## src/rtl/node_mac_seq.sv

```systemverilog
// node_mac_seq: serial multiply-accumulate neuron with a runtime-loadable weight/bias file,
// round-half-down rescale by 2^-FRAC and a saturating ReLU or signed activation.
//
// state | meaning
// IDLE  | waiting for first beat (idx=0); configuration writes accepted
// ACC   | accumulating beats idx=1..N_IN-1
// ROUND | bias add, rescale, round, clamp (exactly one cycle)
// OUT   | result presented until out_ready
module node_mac_seq #(
   parameter int N_IN     = 5,
   parameter int DW       = 8,
   parameter int BW       = 16,
   parameter int FRAC     = 6,
   parameter int ACC_W    = 2*DW + $clog2(N_IN) + 2,
   parameter int ACT_RELU = 1
) (
   input  logic                    clk,
   input  logic                    reset,
   input  logic                    w_we,
   input  logic [$clog2(N_IN)-1:0] w_addr,
   input  logic [DW-1:0]           w_data,
   input  logic                    b_we,
   input  logic [BW-1:0]           b_data,
   output logic                    cfg_err,
   input  logic                    in_valid,
   output logic                    in_ready,
   input  logic [DW-1:0]           in_data,
   output logic                    out_valid,
   input  logic                    out_ready,
   output logic [DW-1:0]           out_data,
   output logic                    busy
);
   localparam int IW = $clog2(N_IN);
   localparam int SW = ACC_W + 1;
   localparam logic [IW-1:0]        LAST = IW'(N_IN - 1);
   localparam logic [FRAC-1:0]      HALF = FRAC'(1) << (FRAC - 1);
   localparam logic signed [SW-1:0] MAXV = (SW'(1) << (DW - 1)) - SW'(1);
   localparam logic signed [SW-1:0] MINV = (ACT_RELU != 0) ? SW'(0) : -(SW'(1) << (DW - 1));

   typedef enum logic [1:0] {IDLE, ACC, ROUND, OUT} state_t;
   state_t state, state_nxt;

   logic [DW-1:0]           w_mem [N_IN];
   logic [DW-1:0]           w_cur;
   logic [BW-1:0]           bias;
   logic [IW-1:0]           idx;
   logic signed [ACC_W-1:0] acc;
   logic signed [ACC_W-1:0] acc_nxt;
   logic signed [2*DW-1:0]  prod;
   logic signed [SW-1:0]    s;
   logic signed [SW-1:0]    q;
   logic [DW-1:0]           qc;
   logic                    accept;
   logic                    cfg_ok;

   assign accept    = in_valid && in_ready;
   assign cfg_ok    = (state == IDLE);
   assign in_ready  = !reset && (state == IDLE || state == ACC);
   assign out_valid = (state == OUT);
   assign busy      = (state != IDLE);

   // Both operands widened to 2*DW so the product is the exact signed result.
   assign w_cur   = w_mem[idx];
   assign prod    = $signed({{DW{in_data[DW-1]}}, in_data}) * $signed({{DW{w_cur[DW-1]}}, w_cur});
   assign acc_nxt = ((idx == '0) ? '0 : acc) + $signed({{(ACC_W-2*DW){prod[2*DW-1]}}, prod});

   // Floor shift plus round-up only when the dropped fraction is strictly above one half.
   always_comb begin
      s  = $signed({acc[ACC_W-1], acc}) + $signed({{(SW-BW){bias[BW-1]}}, bias});
      q  = s >>> FRAC;
      if (s[FRAC-1:0] > HALF)
         q = q + SW'(1);
      qc = q[DW-1:0];
      if (q > MAXV)
         qc = MAXV[DW-1:0];
      else if (q < MINV)
         qc = MINV[DW-1:0];
   end

   always_comb begin
      state_nxt = state;
      case (state)
         IDLE, ACC: if (accept) state_nxt = (idx == LAST) ? ROUND : ACC;
         ROUND:     state_nxt = OUT;
         OUT:       if (out_ready) state_nxt = IDLE;
         default:   state_nxt = IDLE;
      endcase
   end

   always_ff @(posedge clk or posedge reset) begin
      if (reset) begin
         state    <= IDLE;
         idx      <= '0;
         acc      <= '0;
         bias     <= '0;
         out_data <= '0;
         cfg_err  <= 1'b0;
         for (int i = 0; i < N_IN; i++)
            w_mem[i] <= '0;
      end else begin
         state   <= state_nxt;
         cfg_err <= (w_we || b_we) && !cfg_ok;
         if (accept) begin
            acc <= acc_nxt;
            idx <= (idx == LAST) ? '0 : idx + IW'(1);
         end
         if (state == ROUND)
            out_data <= qc;
         if (cfg_ok && w_we && (w_addr <= LAST))
            w_mem[w_addr] <= w_data;
         if (cfg_ok && b_we)
            bias <= b_data;
      end
   end
endmodule

```

## config.mk

```make
export PLATFORM = sky130hd
export DESIGN_NAME = node_mac_seq
export DESIGN_NICKNAME = d
export VERILOG_FILES = /design/src/rtl/node_mac_seq.sv
export SDC_FILE = /design/constraint.sdc
export NUM_CORES = 1
export LEC_CHECK = 0
export ABC_AREA = 1
export CORE_MARGIN = 4
export CORE_UTILIZATION = 55
export DETAILED_ROUTE_END_ITERATION = 16
export HOLD_SLACK_MARGIN = 0.15
export PLACE_DENSITY = 0.81
export SETUP_SLACK_MARGIN = 0.1
export SLEW_MARGIN = 10
export SYNTH_ARGS = -nofsm -noshare
export SYNTH_HDL_FRONTEND = slang
export SYNTH_SLANG_ARGS = --single-unit
```

## constraint.sdc

```tcl
create_clock -name clk -period 8.7 [get_ports clk]
set_input_delay 2.175 -clock clk [delete_from_list [all_inputs] [get_ports clk]]
set_output_delay 2.175 -clock clk [all_outputs]
set_load 0.02 [all_outputs]
```

**Yosys cells after proc, flatten, opt, wreduce, memory -nomap -nowiden**

Index checks and enable logic that the tools add are counted.
W data, S select, Z words.

- Bits of input ports: 41
- Memories kept: 0
- Bits in read-only memories: 0
- Latch bits: 0
- Bits in writable memories: 0
- Output and inout port bits: 12
- Register bits: 91

- Magnitude comparators: 7
- Equal/unequal tests: 6
- Divide/modulo/power cells: 0
- $add $sub $neg: 4
- Bitwise logic cells: 2
- Multipliers: 1
- Reduce and logical (&&, ||, !) cells: 16
- Muxes and demuxes: 15
- Shifts and indexed selects: 0

Operators by type and width:

| kind | number |
|---|---|
| $bwmux W40 | 1 |
| $mux W8 | 5 |
| $bmux W8 S3 | 1 |
| $demux W8 S3 | 1 |
| $add A21 B16 Y22 | 1 |
| $gt A22 B8 Y1 const B | 1 |
| $lt A22 B1 Y1 const B | 1 |
| $mux W22 | 1 |
| $add A21 B21 Y21 | 1 |
| $mux W21 | 1 |
| $add A16 B2 Y17 const B | 1 |
| $mul A8 B8 Y16 | 1 |
| $ge A4 B4 Y1 const B | 2 |
| $not A3 Y4 | 2 |
| $logic_and A1 B1 Y1 | 7 |
| $gt A6 B6 Y1 const B | 1 |
| $mux W2 | 3 |
| $pmux W2 S3 | 1 |
| $eq A2 B2 Y1 const B | 2 |
| $lt A4 B1 Y1 const B | 1 |
| $add A3 B1 Y3 const B | 1 |
| $eq A3 B3 Y1 const B | 1 |
| $le A3 B3 Y1 const B | 1 |
| $logic_not A3 Y1 | 1 |
| 10 further kinds | 12 |

**Depth between registers and ports, before layout**

- Depth in word-level cells: 6
- Mapped depth: 42
- Mapped depth without buffers: 40

**Worst setup path before layout**

OpenSTA, ideal clock, no wires.

- Kind: input -> register
- Start: in in_data[7]
- End: reg acc[19]
- Arrival time: 7410 ps
- Buffers on the path: 0
- Stages: 32
- Data required time: 8582 ps
- Path slack: 1173 ps
- Library setup time: 118 ps
- Cells stage by stage: inv_1 -> nor2_1 -> inv_1 -> fa_1 -> inv_1 -> fa_1 -> fa_1 -> inv_1 -> fa_1 -> inv_1 -> ha_1 -> a21oi_1 -> o21ai_0 -> a21oi_1 -> inv_1 -> a21oi_1 -> nor2_1 -> o21ai_0 -> nand2_1 -> xor2_1 -> ha_1 -> a21oi_1 -> o21ai_0 -> a21oi_1 -> a21boi_0 -> inv_1 -> nand2_1 -> nand2_1 -> nand3_1 -> nand3b_1 -> nand3_1 -> nand2_1

- Cells in the longest elaborated chain, start to end: 2

RTL lines:

| item | RTL line | RTL |
|---|---|---|
| from (decl) | 27 | `input logic [DW-1:0] in_data,` |
| $mul A8 B8 Y16 | 64 | `assign prod = $signed({{DW{in_data[DW-1]}}, in_data}) * $signed({{DW{w_cur[DW-1]}}, w_cur});` |
| $add A21 B21 Y21 | 65 | `assign acc_nxt = ((idx == '0) ? '0 : acc) + $signed({{(ACC_W-2*DW){prod[2*DW-1]}}, prod});` |
| to (signal assigned) | 104 | `acc <= acc_nxt;` |
| to (decl) | 47 | `logic signed [ACC_W-1:0] acc;` |

Every way passes these cells.
A chain may end at the register's enable or synchronous reset.

**Final worst setup path**

Same ends and word-level chain as after synthesis.

==> results by group <==
Worst setup path
  – Slowest CP cell: fa_1
  – Critical Path Start Type: input port
  – CP peak stage delay: 0.55 ns
  – Buf+Inv Stages, Crit Path: 8
  – Req. time, crit path: about 9.0 ns
  – R2r setup slk: 0.97 ns
  – Top cell by count, worst path: inv_1
  – Crit Path Category: in -> reg
  – Crit. End Element: flop
  – Max FO, Critical Path: 7
  – CP delay by family, top: adder cells
  – Crit path DAT: 8.25 ns

CTS
  – H-Tree Depth: 3
  – Clock slew at reported path FFs: 0.07 ns
  – TritonCTS buffer count: 9
  – CTS sink count: 91
  – CTS tree: built
  – Postcts setup bufs: 0
  – Clk_lat worst skew: 0.37 ns
  – Clock buffer depth: 2
  – Root Driver: clkbuf_16

Final layout
  – Commonest cells after routing, fill and taps aside: 307 x nand2_1, 232 x inv_1, 133 x nor2_1, 91 x dfrtp_1, 74 x o21ai_0
  – Area grow syn2layout: 11.34%
  – Most common cell after layout, fill and taps aside: nand2_1
  – Layout cells sized above 1: roughly 9%
  – Diodes inserted: 0
  – Layout Nets: 1509

Route
  – Residual DRC count: 0
  – Vias: 8154
  – DRT iter0 DRCs: 452
  – DR vias/cell: around 5.2
  – Total Wirelength: between 20000 and 25000 µm
  – Routed len/inst: 13.54 µm
  – Antenna Nets Post-Route: 0
  – Drt pass-1 iters: 5

Floorplan
  – Top Ports: 53
  – Core area: 16640 µm²
  – Starting density of the core: between 50% and 60%
  – Die width: 138.7 µm
  – # rows: 47
  – Die height: 138.7 µm
  – Die area: 19250 µm²

GRT
  – First-pass GRT wire length: 36760 µm
  – Vias in the first global route: 8077
  – Initial antenna violation count: 0
  – GRT Total Usage: between 20% and 30%
  – Global route overflow: 0
  – Largest net degree at the start of global routing: 50

STA
  – Pins Over Slew Limit: 0
  – Setup tns final: 0 ns
  – Worst-margin pin slew: between 0.8 and 0.9 ns
  – Final setup vio count: 0
  – Final Hold Vio Count: 0
  – Relative slew slack: a little under half
  – Fmax: 125.0 MHz
  – Fin crit period: around 8.0 ns
  – RSZ-0062 raised after global routing: false
  – Clock skew: about 0.013 ns
  – Tcrit/Tclk final: 91.99%

Logic synthesis
  – Multiplexer share of the synthesized area: 1.797%
  – Asr flop ratio synth: 100.0%
  – Top FF cell, synth: dfrtp_1
  – Post-Synth Simple-Gate Area: 27.54%
  – Synth unique cells: 46
  – Compound-Gate Fraction of Synth Area: a little over a tenth
  – Synth Area per Inst: 7.287 µm²
  – Register area share after synthesis: 24.22%
  – Synth warn: 0
  – Synth area leaders: dfrtp_1 24%, nand2_1 12%, fa_1 12%
  – Area share of the largest cell type after synthesis: 24.22%
  – Syn Std Cell Area: 9400 µm²
  – Synth Register Bits: 91
  – Largest family of logic cells by synthesized area: simple AND/OR/NAND/NOR gates
  – Synth Instances: 1290
  – Yosys top cell by area: dfrtp_1
  – XOR/XNOR Fraction of Synth Area: 3.261%
  – Adder-Cell Fraction of Synth Area: 21.86%
  – Post-Syn Nets: 1461
  – EDFF count, synth: 0

Flow run
  – Maxcap violations: 0

Placement
  – Port Buffer Count: 52
  – RD Place Congestion: between 0.9 and 1
  – Post-DP HPWL: 16910 µm

Worst hold path
  – HP Class: reg -> reg

Outcome
  – Status: complete, no violations
-- tightest hold or removal path, stage by stage (launching register included) --
cell     delay (ns)
dfrtp_1        0.35
nand2_1        0.05
o21ai_0        0.06
-- state kept, by name, summed over array words and instances, names as in the netlist --
register,cells
idx,3
acc,21
bias,16
state,2
out_data,8
cfg_err,1
w_mem,40
-- stage by stage --
stage | cell area [µm²] | std cells | setup WS, ns | hold WS, ns | util (%)
6_report | 10470 | 1563 | 0.6969 | 0.4882 | 62.89
2_1_floorplan | 9400 | 1290 | 1.173 | 0.4479 | -
5_1_grt | 10470 | 1563 | 0.1447 | 0.5148 | 62.89
3_5_place_dp | 10140 | 1547 | 0.2465 | 0.4728 | 60.96
4_1_cts | 10460 | 1563 | 0.6027 | 0.4913 | 62.88
3_3_place_gp | 10140 | 1547 | 0.4408 | 0.4659 | 60.96
-- synth_stat cells, types with 18 or more instances --
master	count
a21oi_1	55
nand2_2	23
dfrtp_1	91
xnor2_1	18
nand2_1	307
fa_1	57
nor2_1	134
nand3_1	47
ha_1	73
nand4_1	19
inv_1	233
o21ai_0	74
-- repair_timing --
item                       in CTS  in global routing
gates resized for setup         0                  2
hold buffers                    0                  0
setup endpoints to repair       0                  2
-- kinds of logic after synthesis --
logic type      Yosys count
xor+xnor                 35
flops                    91
compound gates          174
mux                      15
simple gates            582
fa+ha+maj               130
buf+inv                 263
-- layout make-up --
class,instances,area [µm²]
clock buffer,9,225.2
clock inverter,7,93.84
fill,1470,6176
inverter,245,923.4
multi-input combinational,936,6128
sequential,91,2277
tap,220,275.3
timing repair buffer,55,543.0
-- routing by layer --
layer / GRT usage [%] / up-vias / wire length, µm
met1: 28.65 / 3806 / 9363
met2: 40.11 / 173 / 10600
met4: 6.025 / 0 / 364
met3: 3.655 / 31 / 837
met5: 0 / - / 0
li1: - / 4144 / -
-- path summary, 6_finish.rpt --
| kind | startpoint | to | cells after the start |
|---|---|---|---|
| setup / recovery | in_data[7] | acc[19] | 33 |
| hold / removal | w_mem[2] | w_mem[2] | 2 |
| setup reg to reg | idx[0] | acc[19] | 36 |
| hold reg to reg | w_mem[2] | w_mem[2] | 2 |
| max in group asynchronous | reset | bias[12] | 3 |
| min in group asynchronous | reset | w_mem[30] | 2 |
Power is not shown: default switching activity piles up to over one toggle a cycle in this logic, so the estimate is an artifact.
